$ cat config.mk
export PLATFORM = sky130hd
export DESIGN_NAME = tg_poll_seq_flat
export DESIGN_NICKNAME = d
export VERILOG_FILES = /design/src/rtl/tg_poll_seq_if.sv /design/src/rtl/tg_poll_seq.sv /design/src/flat_wrapper.sv
export SDC_FILE = /design/constraint.sdc
export NUM_CORES = 1
export LEC_CHECK = 0
export CORE_UTILIZATION = 40
export DETAILED_ROUTE_END_ITERATION = 8
export GPL_TIMING_DRIVEN = 1
export MAX_ROUTING_LAYER = met4
export PLACE_DENSITY = 0.67
export SLEW_MARGIN = 20
export SYNTH_ARGS = -nofsm -noshare
export SYNTH_HDL_FRONTEND = slang
export SYNTH_SLANG_ARGS = --single-unit
$ cat constraint.sdc
create_clock -name m_axi_aclk -period 6.5 [get_ports m_axi_aclk]
set_clock_uncertainty 0.15 [all_clocks]
set_input_delay 1.3 -clock m_axi_aclk [delete_from_list [all_inputs] [get_ports m_axi_aclk]]
set_output_delay 1.3 -clock m_axi_aclk [all_outputs]
set_load 0.1 [all_outputs]
$ cat src/rtl/tg_poll_seq_if.sv
// TG request bus between the poll sequencer and tg_axi_master.
// Carries one request (write or read) plus its completion pulse and read data.
// master = request issuer (sequencer), slave = request executor (AXI master).
interface tg_poll_seq_if #(
  parameter int unsigned AXI_ADDR_WIDTH = 32,
  parameter int unsigned AXI_DATA_WIDTH = 32
);
  logic                          wr_req;
  logic                          rd_req;
  logic [AXI_ADDR_WIDTH-1:0]     addr;
  logic [AXI_DATA_WIDTH-1:0]     wdata;
  logic [AXI_DATA_WIDTH/8-1:0]   wstrb;
  logic                          op_ack;
  logic [AXI_DATA_WIDTH-1:0]     rdata;

  modport master (
    output wr_req, rd_req, addr, wdata, wstrb,
    input  op_ack, rdata
  );

  modport slave (
    input  wr_req, rd_req, addr, wdata, wstrb,
    output op_ack, rdata
  );
endinterface

$ cat src/rtl/tg_poll_seq.sv
// Status-poll sequencer: after start, reads POLL_ADDR until a status field matches A or B.
// Latency: start->rd_req START_DELAY+2, op_ack->done 2, failed check->next rd_req POLL_INTERVAL+2.
// Backpressure: one read outstanding at a time; waits for op_ack up to ACK_TIMEOUT cycles.
module tg_poll_seq #(
  parameter int unsigned                 AXI_ADDR_WIDTH = 32,
  parameter int unsigned                 AXI_DATA_WIDTH = 32,
  parameter logic [AXI_ADDR_WIDTH-1:0]   POLL_ADDR      = '0,
  parameter int unsigned                 FIELD_LSB      = 8,
  parameter int unsigned                 FIELD_WIDTH    = 8,
  parameter logic [FIELD_WIDTH-1:0]      MATCH_A        = 'h09,
  parameter logic [FIELD_WIDTH-1:0]      MATCH_B        = 'h0A,
  parameter int unsigned                 START_DELAY    = 100,
  parameter int unsigned                 POLL_INTERVAL  = 5000,
  parameter int unsigned                 MAX_POLLS      = 1024,
  parameter int unsigned                 ACK_TIMEOUT    = 4096
) (
  input  logic                       m_axi_aclk,
  input  logic                       m_axi_areset,
  input  logic                       start,
  tg_poll_seq_if.master              tg,
  output logic                       busy,
  output logic                       done,
  output logic                       fail,
  output logic                       ack_timeout,
  output logic [15:0]                poll_count,
  output logic [AXI_DATA_WIDTH-1:0]  last_rdata
);

  typedef enum logic [2:0] {
    S_IDLE,
    S_START_WAIT,
    S_ISSUE,
    S_WAIT_ACK,
    S_CHECK,
    S_INTERVAL,
    S_DONE,
    S_FAIL
  } state_e;

  state_e                      state_q, state_d;
  logic [31:0]                 cnt_q, cnt_d;       // shared delay / timeout / interval counter
  logic [31:0]                 polls_q, polls_d;   // unsaturated read count for the limit compare
  logic [15:0]                 pc_q, pc_d;         // saturating read count reported outward
  logic                        done_q, done_d;
  logic                        fail_q, fail_d;
  logic                        to_q, to_d;
  logic [AXI_DATA_WIDTH-1:0]   last_q, last_d;
  logic [FIELD_WIDTH-1:0]      field;

  assign field = last_q[FIELD_LSB +: FIELD_WIDTH];

  // Request bus: read-only, the address is only presented while a poll run is active.
  assign busy        = (state_q != S_IDLE) && (state_q != S_DONE) && (state_q != S_FAIL);
  assign tg.rd_req   = (state_q == S_ISSUE);
  assign tg.addr     = busy ? POLL_ADDR : '0;
  assign tg.wr_req   = 1'b0;
  assign tg.wdata    = '0;
  assign tg.wstrb    = '0;

  assign done        = done_q;
  assign fail        = fail_q;
  assign ack_timeout = to_q;
  assign poll_count  = pc_q;
  assign last_rdata  = last_q;

  // Next-state and datapath updates for the poll loop.
  always_comb begin
    state_d = state_q;
    cnt_d   = cnt_q;
    polls_d = polls_q;
    pc_d    = pc_q;
    done_d  = done_q;
    fail_d  = fail_q;
    to_d    = to_q;
    last_d  = last_q;

    case (state_q)
      S_IDLE, S_DONE, S_FAIL: begin
        if (start) begin
          done_d  = 1'b0;
          fail_d  = 1'b0;
          to_d    = 1'b0;
          pc_d    = '0;
          polls_d = '0;
          cnt_d   = 32'(START_DELAY);
          state_d = S_START_WAIT;
        end
      end

      S_START_WAIT, S_INTERVAL: begin
        // Leave one cycle after the counter hits zero, so a zero load still costs a cycle.
        if (cnt_q == 32'd0) begin
          state_d = S_ISSUE;
        end else begin
          cnt_d = cnt_q - 32'd1;
        end
      end

      S_ISSUE: begin
        polls_d = polls_q + 32'd1;
        pc_d    = (pc_q == 16'hFFFF) ? pc_q : pc_q + 16'd1;
        cnt_d   = 32'(ACK_TIMEOUT);
        state_d = S_WAIT_ACK;
      end

      S_WAIT_ACK: begin
        // Ack is checked first so an ack on the final waiting cycle is still accepted.
        // The counter is loaded with ACK_TIMEOUT and expires when it would reach zero,
        // giving exactly ACK_TIMEOUT cycles of waiting.
        if (tg.op_ack) begin
          last_d  = tg.rdata;
          state_d = S_CHECK;
        end else if (cnt_q <= 32'd1) begin
          fail_d  = 1'b1;
          to_d    = 1'b1;
          state_d = S_FAIL;
        end else begin
          cnt_d = cnt_q - 32'd1;
        end
      end

      S_CHECK: begin
        if ((field == MATCH_A) || (field == MATCH_B)) begin
          done_d  = 1'b1;
          state_d = S_DONE;
        end else if ((MAX_POLLS != 0) && (polls_q == 32'(MAX_POLLS))) begin
          fail_d  = 1'b1;
          state_d = S_FAIL;
        end else begin
          cnt_d   = 32'(POLL_INTERVAL);
          state_d = S_INTERVAL;
        end
      end

      default: begin
        state_d = S_IDLE;
      end
    endcase
  end

  // State and datapath registers; reset abandons any outstanding read.
  always_ff @(posedge m_axi_aclk) begin
    if (m_axi_areset) begin
      state_q <= S_IDLE;
      cnt_q   <= '0;
      polls_q <= '0;
      pc_q    <= '0;
      done_q  <= 1'b0;
      fail_q  <= 1'b0;
      to_q    <= 1'b0;
      last_q  <= '0;
    end else begin
      state_q <= state_d;
      cnt_q   <= cnt_d;
      polls_q <= polls_d;
      pc_q    <= pc_d;
      done_q  <= done_d;
      fail_q  <= fail_d;
      to_q    <= to_d;
      last_q  <= last_d;
    end
  end

endmodule

$ cat src/flat_wrapper.sv
// flat-port wrapper written by rule: the top's interface ports become plain ports
module tg_poll_seq_flat 
#(
  parameter int unsigned                 AXI_ADDR_WIDTH = 32,
  parameter int unsigned                 AXI_DATA_WIDTH = 32,
  parameter logic [AXI_ADDR_WIDTH-1:0]   POLL_ADDR      = '0,
  parameter int unsigned                 FIELD_LSB      = 8,
  parameter int unsigned                 FIELD_WIDTH    = 8,
  parameter logic [FIELD_WIDTH-1:0]      MATCH_A        = 'h09,
  parameter logic [FIELD_WIDTH-1:0]      MATCH_B        = 'h0A,
  parameter int unsigned                 START_DELAY    = 100,
  parameter int unsigned                 POLL_INTERVAL  = 5000,
  parameter int unsigned                 MAX_POLLS      = 1024,
  parameter int unsigned                 ACK_TIMEOUT    = 4096
)
  (m_axi_aclk, m_axi_areset, start, busy, done, fail, ack_timeout, poll_count, last_rdata, tg_wr_req, tg_rd_req, tg_addr, tg_wdata, tg_wstrb, tg_op_ack, tg_rdata);
  tg_poll_seq_if #(.AXI_ADDR_WIDTH(AXI_ADDR_WIDTH), .AXI_DATA_WIDTH(AXI_DATA_WIDTH)) tg_i ();
  input  logic m_axi_aclk;
  input  logic m_axi_areset;
  input  logic start;
  output logic busy;
  output logic done;
  output logic fail;
  output logic ack_timeout;
  output logic [15:0] poll_count;
  output logic [AXI_DATA_WIDTH-1:0] last_rdata;
  output wire logic [$bits(tg_i.wr_req)-1:0] tg_wr_req;
  output wire logic [$bits(tg_i.rd_req)-1:0] tg_rd_req;
  output wire logic [$bits(tg_i.addr)-1:0] tg_addr;
  output wire logic [$bits(tg_i.wdata)-1:0] tg_wdata;
  output wire logic [$bits(tg_i.wstrb)-1:0] tg_wstrb;
  input wire logic [$bits(tg_i.op_ack)-1:0] tg_op_ack;
  input wire logic [$bits(tg_i.rdata)-1:0] tg_rdata;
  assign tg_wr_req = tg_i.wr_req;
  assign tg_rd_req = tg_i.rd_req;
  assign tg_addr = tg_i.addr;
  assign tg_wdata = tg_i.wdata;
  assign tg_wstrb = tg_i.wstrb;
  assign tg_i.op_ack = tg_op_ack;
  assign tg_i.rdata = tg_rdata;
  tg_poll_seq #(.AXI_ADDR_WIDTH(AXI_ADDR_WIDTH), .AXI_DATA_WIDTH(AXI_DATA_WIDTH), .POLL_ADDR(POLL_ADDR), .FIELD_LSB(FIELD_LSB), .FIELD_WIDTH(FIELD_WIDTH), .MATCH_A(MATCH_A), .MATCH_B(MATCH_B), .START_DELAY(START_DELAY), .POLL_INTERVAL(POLL_INTERVAL), .MAX_POLLS(MAX_POLLS), .ACK_TIMEOUT(ACK_TIMEOUT)) u_core (.m_axi_aclk(m_axi_aclk), .m_axi_areset(m_axi_areset), .start(start), .tg(tg_i), .busy(busy), .done(done), .fail(fail), .ack_timeout(ack_timeout), .poll_count(poll_count), .last_rdata(last_rdata));
endmodule
======== Yosys cells after proc, flatten, opt, wreduce, memory -nomap -nowiden ========
Cells that the tools add are included.
storage, ports and cells
  register bits after elaboration ......... 118
  bits in latches ......................... 0
  memory bits (writable) .................. 0
  memory bits (read-only) ................. 0
  input port bits ......................... 36
  output and inout port bits .............. 122
  logic and storage cells ................. 85
  memories ................................ 0
operators by class
  add/subtract/negate cells ............... 3
  multiply operators ...................... 0
  div/mod/pow operators ................... 0
  $lt $le $gt $ge ......................... 1
  eq/ne operators ......................... 25
  shifts and indexed selects .............. 0
  multiplexer cells ....................... 28
  bitwise logic cells ..................... 0
  reductions and logical operators ........ 20
operators with widths
  cell                                                             count
  2-to-1 mux 32 bit                                                7
  one-hot mux 32 bit (5 select lines)                              1
  one-hot mux 32 bit (2 select lines)                              1
  adder 32 x 1 -> 32 bit, second input constant                    1
  equality test 32 x 11 -> 1 bit, second input constant            1
  less-or-equal comparator 32 x 1 -> 1 bit, second input constant  1
  zero test 32 bit                                                 1
  2-to-1 mux 16 bit                                                2
  one-hot mux 16 bit (2 select lines)                              1
  subtractor 32 x 1 -> 32 bit, second input constant               1
  adder 16 x 1 -> 16 bit, second input constant                    1
  equality test 16 bit, second input constant                      1
  equality test 8 x 4 -> 1 bit, second input constant              2
  2-to-1 mux 3 bit                                                 5
  one-hot mux 3 bit (5 select lines)                               1
  != test 2 bit, second input constant                             7
  equality test 3 bit, second input constant                       4
  AND reduction 6 bit                                              2
  AND reduction 3 bit                                              3
  != test 2 x 1 -> 1 bit, second input constant                    4
  equality test 3 x 2 -> 1 bit, second input constant              2
  2-to-1 mux 1 bit                                                 6
  != test 3 bit, second input constant                             2
  nonzero test 2 bit                                               3
  other kinds (13)                                                 17

======== Depth between registers and ports, before layout ========
  depth in word-level cells ............... 4
  depth in mapped cells ................... 9
  depth with buffers taken out ............ 8

======== Worst setup path before layout ========
OpenSTA, ideal clock, no wires.
  path type ............................... reg-to-output
  start ................................... register u_core.state_q[2]
  end ..................................... output port busy
  arrival time ............................ 1.616 ns
  required time ........................... 5.050 ns
  path slack .............................. 3.434 ns
  cell stages (with the launch flop) ...... 6
  path buffers ............................ 2
  cells stage by stage .................... dfxtp_1 buf_2 and2_0 clkbuf_1 or2_2 inv_1
between the ends
  cells in the longest elaborated chain, start to end .. 3
  elaborated cells on any way between the ends .. 5
  classes of those cells .................. 2 x eq/ne; 3 x reduce/logical
RTL lines
  what                                                        line                RTL
  start: declaration                                          tg_poll_seq.sv:40   state_e state_q, state_d;
  start signal: assignment                                    tg_poll_seq.sv:153  state_q <= state_d;
  != test 3 bit / nonzero test 3 bit (equally long branches)  tg_poll_seq.sv:53   assign busy = (state_q != S_IDLE) && (state_q != S_DONE) && (state_q != S_FAIL);
  logical AND 1 bit                                           tg_poll_seq.sv:53
  logical AND 1 bit *                                         tg_poll_seq.sv:53
  end: declaration                                            flat_wrapper.sv:21  output logic busy;
Every way passes the cells marked *; elsewhere a longest branch is shown, timed or not.

======== Worst setup path in the final report ========
  start ................................... register u_core.state_q[1]
  end ..................................... output port tg_rd_req
between the ends
  cells in the longest elaborated chain, start to end .. 1
RTL lines
  what                          line                RTL
  equality test 3 x 2 -> 1 bit  tg_poll_seq.sv:54   assign tg.rd_req = (state_q == S_ISSUE);
  end: declaration              flat_wrapper.sv:28  output wire logic [$bits(tg_i.rd_req)-1:0] tg_rd_req;
No other way between the ends.

==> reports/qor.csv <==
stage,metric,value,unit
timing,final.setup.tns,0,ns
timing,holdWs,0.302,ns
die,coreArea,0.0158,mm²
timing,rsz0062_at_grt,false,
synth,synth_cells,825,
clock_network,clock_sinks,118,
worst_setup_path,crit_path_start_kind,flip-flop,
synth,synth_flop_cell,dfxtp_1,
synth,ys_types,70,
synth,synthMostInstantiatedCell,nand2_1,
synth,async_flop_share,0,%
detailed_routing,drt_iter0_markers,423,
placed_design,dpl.hpwl,10400,µm
power,vdd_drop_max,204,µV
detailed_routing,vias,5846,
die,fp-row-count,46,
die,dieWidth,129,µm
clock_network,cts_setup_buffers,0,
clock_network,post_cts_resized,0,
cells_and_area,fillCellCount,1550,
cells_and_area,post-route-cell-area,0.00778,mm²
cells_and_area,drive_above_1_share,7.16,%
outcome,status,"complete, no violations",
grt,grt-ovfl-total,0,
synth,avgSynthCellArea,7.80,µm²
power,total_power,3150,µW
timing,setup_violations,0,
timing,max_freq,213,MHz
detailed_routing,drt_first_pass_iters,5,
flow_run,drv_cap,0,
synth,syn_area,0.00644,mm²
grt,gr-usage-all-layers,19.9,%
clock_network,path_clk_slew,0.05,ns
detailed_routing,routed_via_density,5.20,
clock_network,cts_buffers,17,
synth,synth_top_area_share,36.7,%
synth,ys_seq_elements,118,
synth,synth.area.top_cells,"dfxtp_1 (37%), buf_4 (8.2%), nand2_1 (7.1%)",
grt,grt_pass1_wl,25600,µm
cells_and_area,fin_nets,939,
die,dieArea,0.0166,mm²
die,die_y,129,µm
clock_network,cts-root-buf,clkbuf_16,
synth,yosysTopAreaCell,dfxtp_1,
clock_network,worst_skew_pair.late_latency,0.42,ns
synth,ys_warn_count,0,
placed_design,io_buffers,88,
timing,hold_violations,0,
grt,antenna_found_initial,0,
placed_design,place_area,0.00719,mm²
worst_setup_path,cp_max_fo,19,
clock_network,clockBufferDepth,2,
clock_network,htreeDepth,4,
power,p_per_area,405,mW/mm²
grt,grt_max_degree,85,
worst_hold_path,min_path_type,flip-flop to flip-flop,
worst_setup_path,crit_type,flip-flop to output port,
clock_network,cts_hold_buf,0,
placed_design,gp_congestion,0.814,
clock_network,cts_tree,yes,
die,start_util,40.8,%
timing,min_period,4.69,ns
timing,tightest_slew,1.12,ns
timing,slew_headroom,25.3,%
timing,finalCritPeriodShare,72.1,%
cells_and_area,diodes,0,
worst_setup_path,end_kind,output port,
detailed_routing,drcViolationCount,0,
synth,ys_seq_area_share,36.7,%
synth,synth-edff-count,0,
power,cellLeakagePower,0.00274,µW
worst_setup_path,cp.required,5.05,ns
worst_setup_path,arrival,3.24,ns
detailed_routing,drtAntennaViolNets,0,
detailed_routing,wl_per_cell,14.1,µm
detailed_routing,routed_wl,15900,µm
synth,ys_top_cells_by_count,"nand2_1 (121), dfxtp_1 (118), a21oi_1 (85), nor2_1 (76), buf_4 (70)",
die,io_pins,158,
cells_and_area,area_growth_syn_to_layout,20.9,%
grt,grt_pass1_vias,5099,
cells_and_area,final_util,49.3,%
timing,drv_slew,0,
==> area by class of cell <==
type	count	area, µm²	share of cell area (%)
clock inverters	9	129	1.66
well taps	216	270	3.47
multi-input cells	643	3560	45.8
repair buffers	93	916	11.8
clock buffers	21	450	5.79
flip-flops and latches	118	2360	30.4
inverters	24	90.1	1.16
==> registers in the layout (all words and copies together), names as in the netlist <==
register,cells
u_core.state_q,3
u_core.done,1
u_core.polls_q,32
u_core.poll_count,16
u_core.ack_timeout,1
u_core.cnt_q,32
u_core.last_rdata,32
u_core.fail,1
==> routing by layer <==
layer	wire [µm]	GRT usage, %
met3	928	6.78
met4	138	4.84
met2	7150	29.4
met5	0	-
met1	7690	26.0
==> layout by cell type (no fill, tap or decap), types with 5 or more instances in the layout <==
master	Yosys	layout
nor4_1	18	18
or4_1	6	6
a31oi_1	12	12
buf_4	70	6
or3_1	14	14
clkdlybuf4s50_1	0	87
o211ai_1	9	9
ha_1	6	6
o21a_1	8	8
xnor2_1	10	10
o21ai_0	21	21
nand2b_1	5	5
nand3b_1	5	5
conb_1	1	69
nor2_1	76	75
clkbuf_16	0	17
a21oi_1	85	85
nand3_1	29	29
or2_2	5	5
o311ai_0	5	5
a311oi_1	6	6
nor3_1	28	28
dfxtp_1	118	118
nand2_1	121	120
inv_1	23	23
o31ai_1	22	22
nand4_1	13	13
==> power by group <==
part           leakage (µW)  switching [µW]  internal [µW]  total (µW)
logic               0.00150             978            348        1330
registers          0.000953            95.1            801         896
clock network      0.000279             324            606         930
total               0.00274            1400           1760        3150
==> metrics by stage <==
step,setup slack (ns),cells
floorplan,3.43,893
global placement,2.32,1094
detailed placement,2.27,1094
CTS,1.81,1124
global route,1.66,1124
finish,1.81,1124
==> path summary, 6_finish.rpt <==
path / from / endpoint / slack, ns / depth (start not counted)
max reg2reg: u_core.cnt_q[17]$_SDFFE_PP0P_ / u_core.cnt_q[27]$_SDFFE_PP0P_ / 3.01 / 6
min: u_core.last_rdata[20]$_SDFFE_PP0P_ / u_core.last_rdata[20]$_SDFFE_PP0P_ / 0.30 / 2
max: u_core.state_q[1]$_SDFFE_PP0P_ / tg_rd_req / 1.81 / 3
min reg2reg: u_core.last_rdata[20]$_SDFFE_PP0P_ / u_core.last_rdata[20]$_SDFFE_PP0P_ / 0.30 / 2
==> logic make-up after synthesis <==
kind of cell / synth area share, %
AO/OA/AOI/OAI: 19.3
other: 0.0583
adder cells (fa/ha/maj): 1.17
XOR/XNOR: 1.77
multiplexers: 1.32
AND/OR/NAND/NOR: 27.5
flip-flops: 36.7
buffers and inverters: 12.2
==> worst max-delay path: stages (launching register included) <==
cell and delay, ns:
dfxtp_1 0.60, or3b_1 0.73, inv_2 0.31, clkdlybuf4s50_1 1.17
Note: power is estimated with default switching activity, not from simulation.
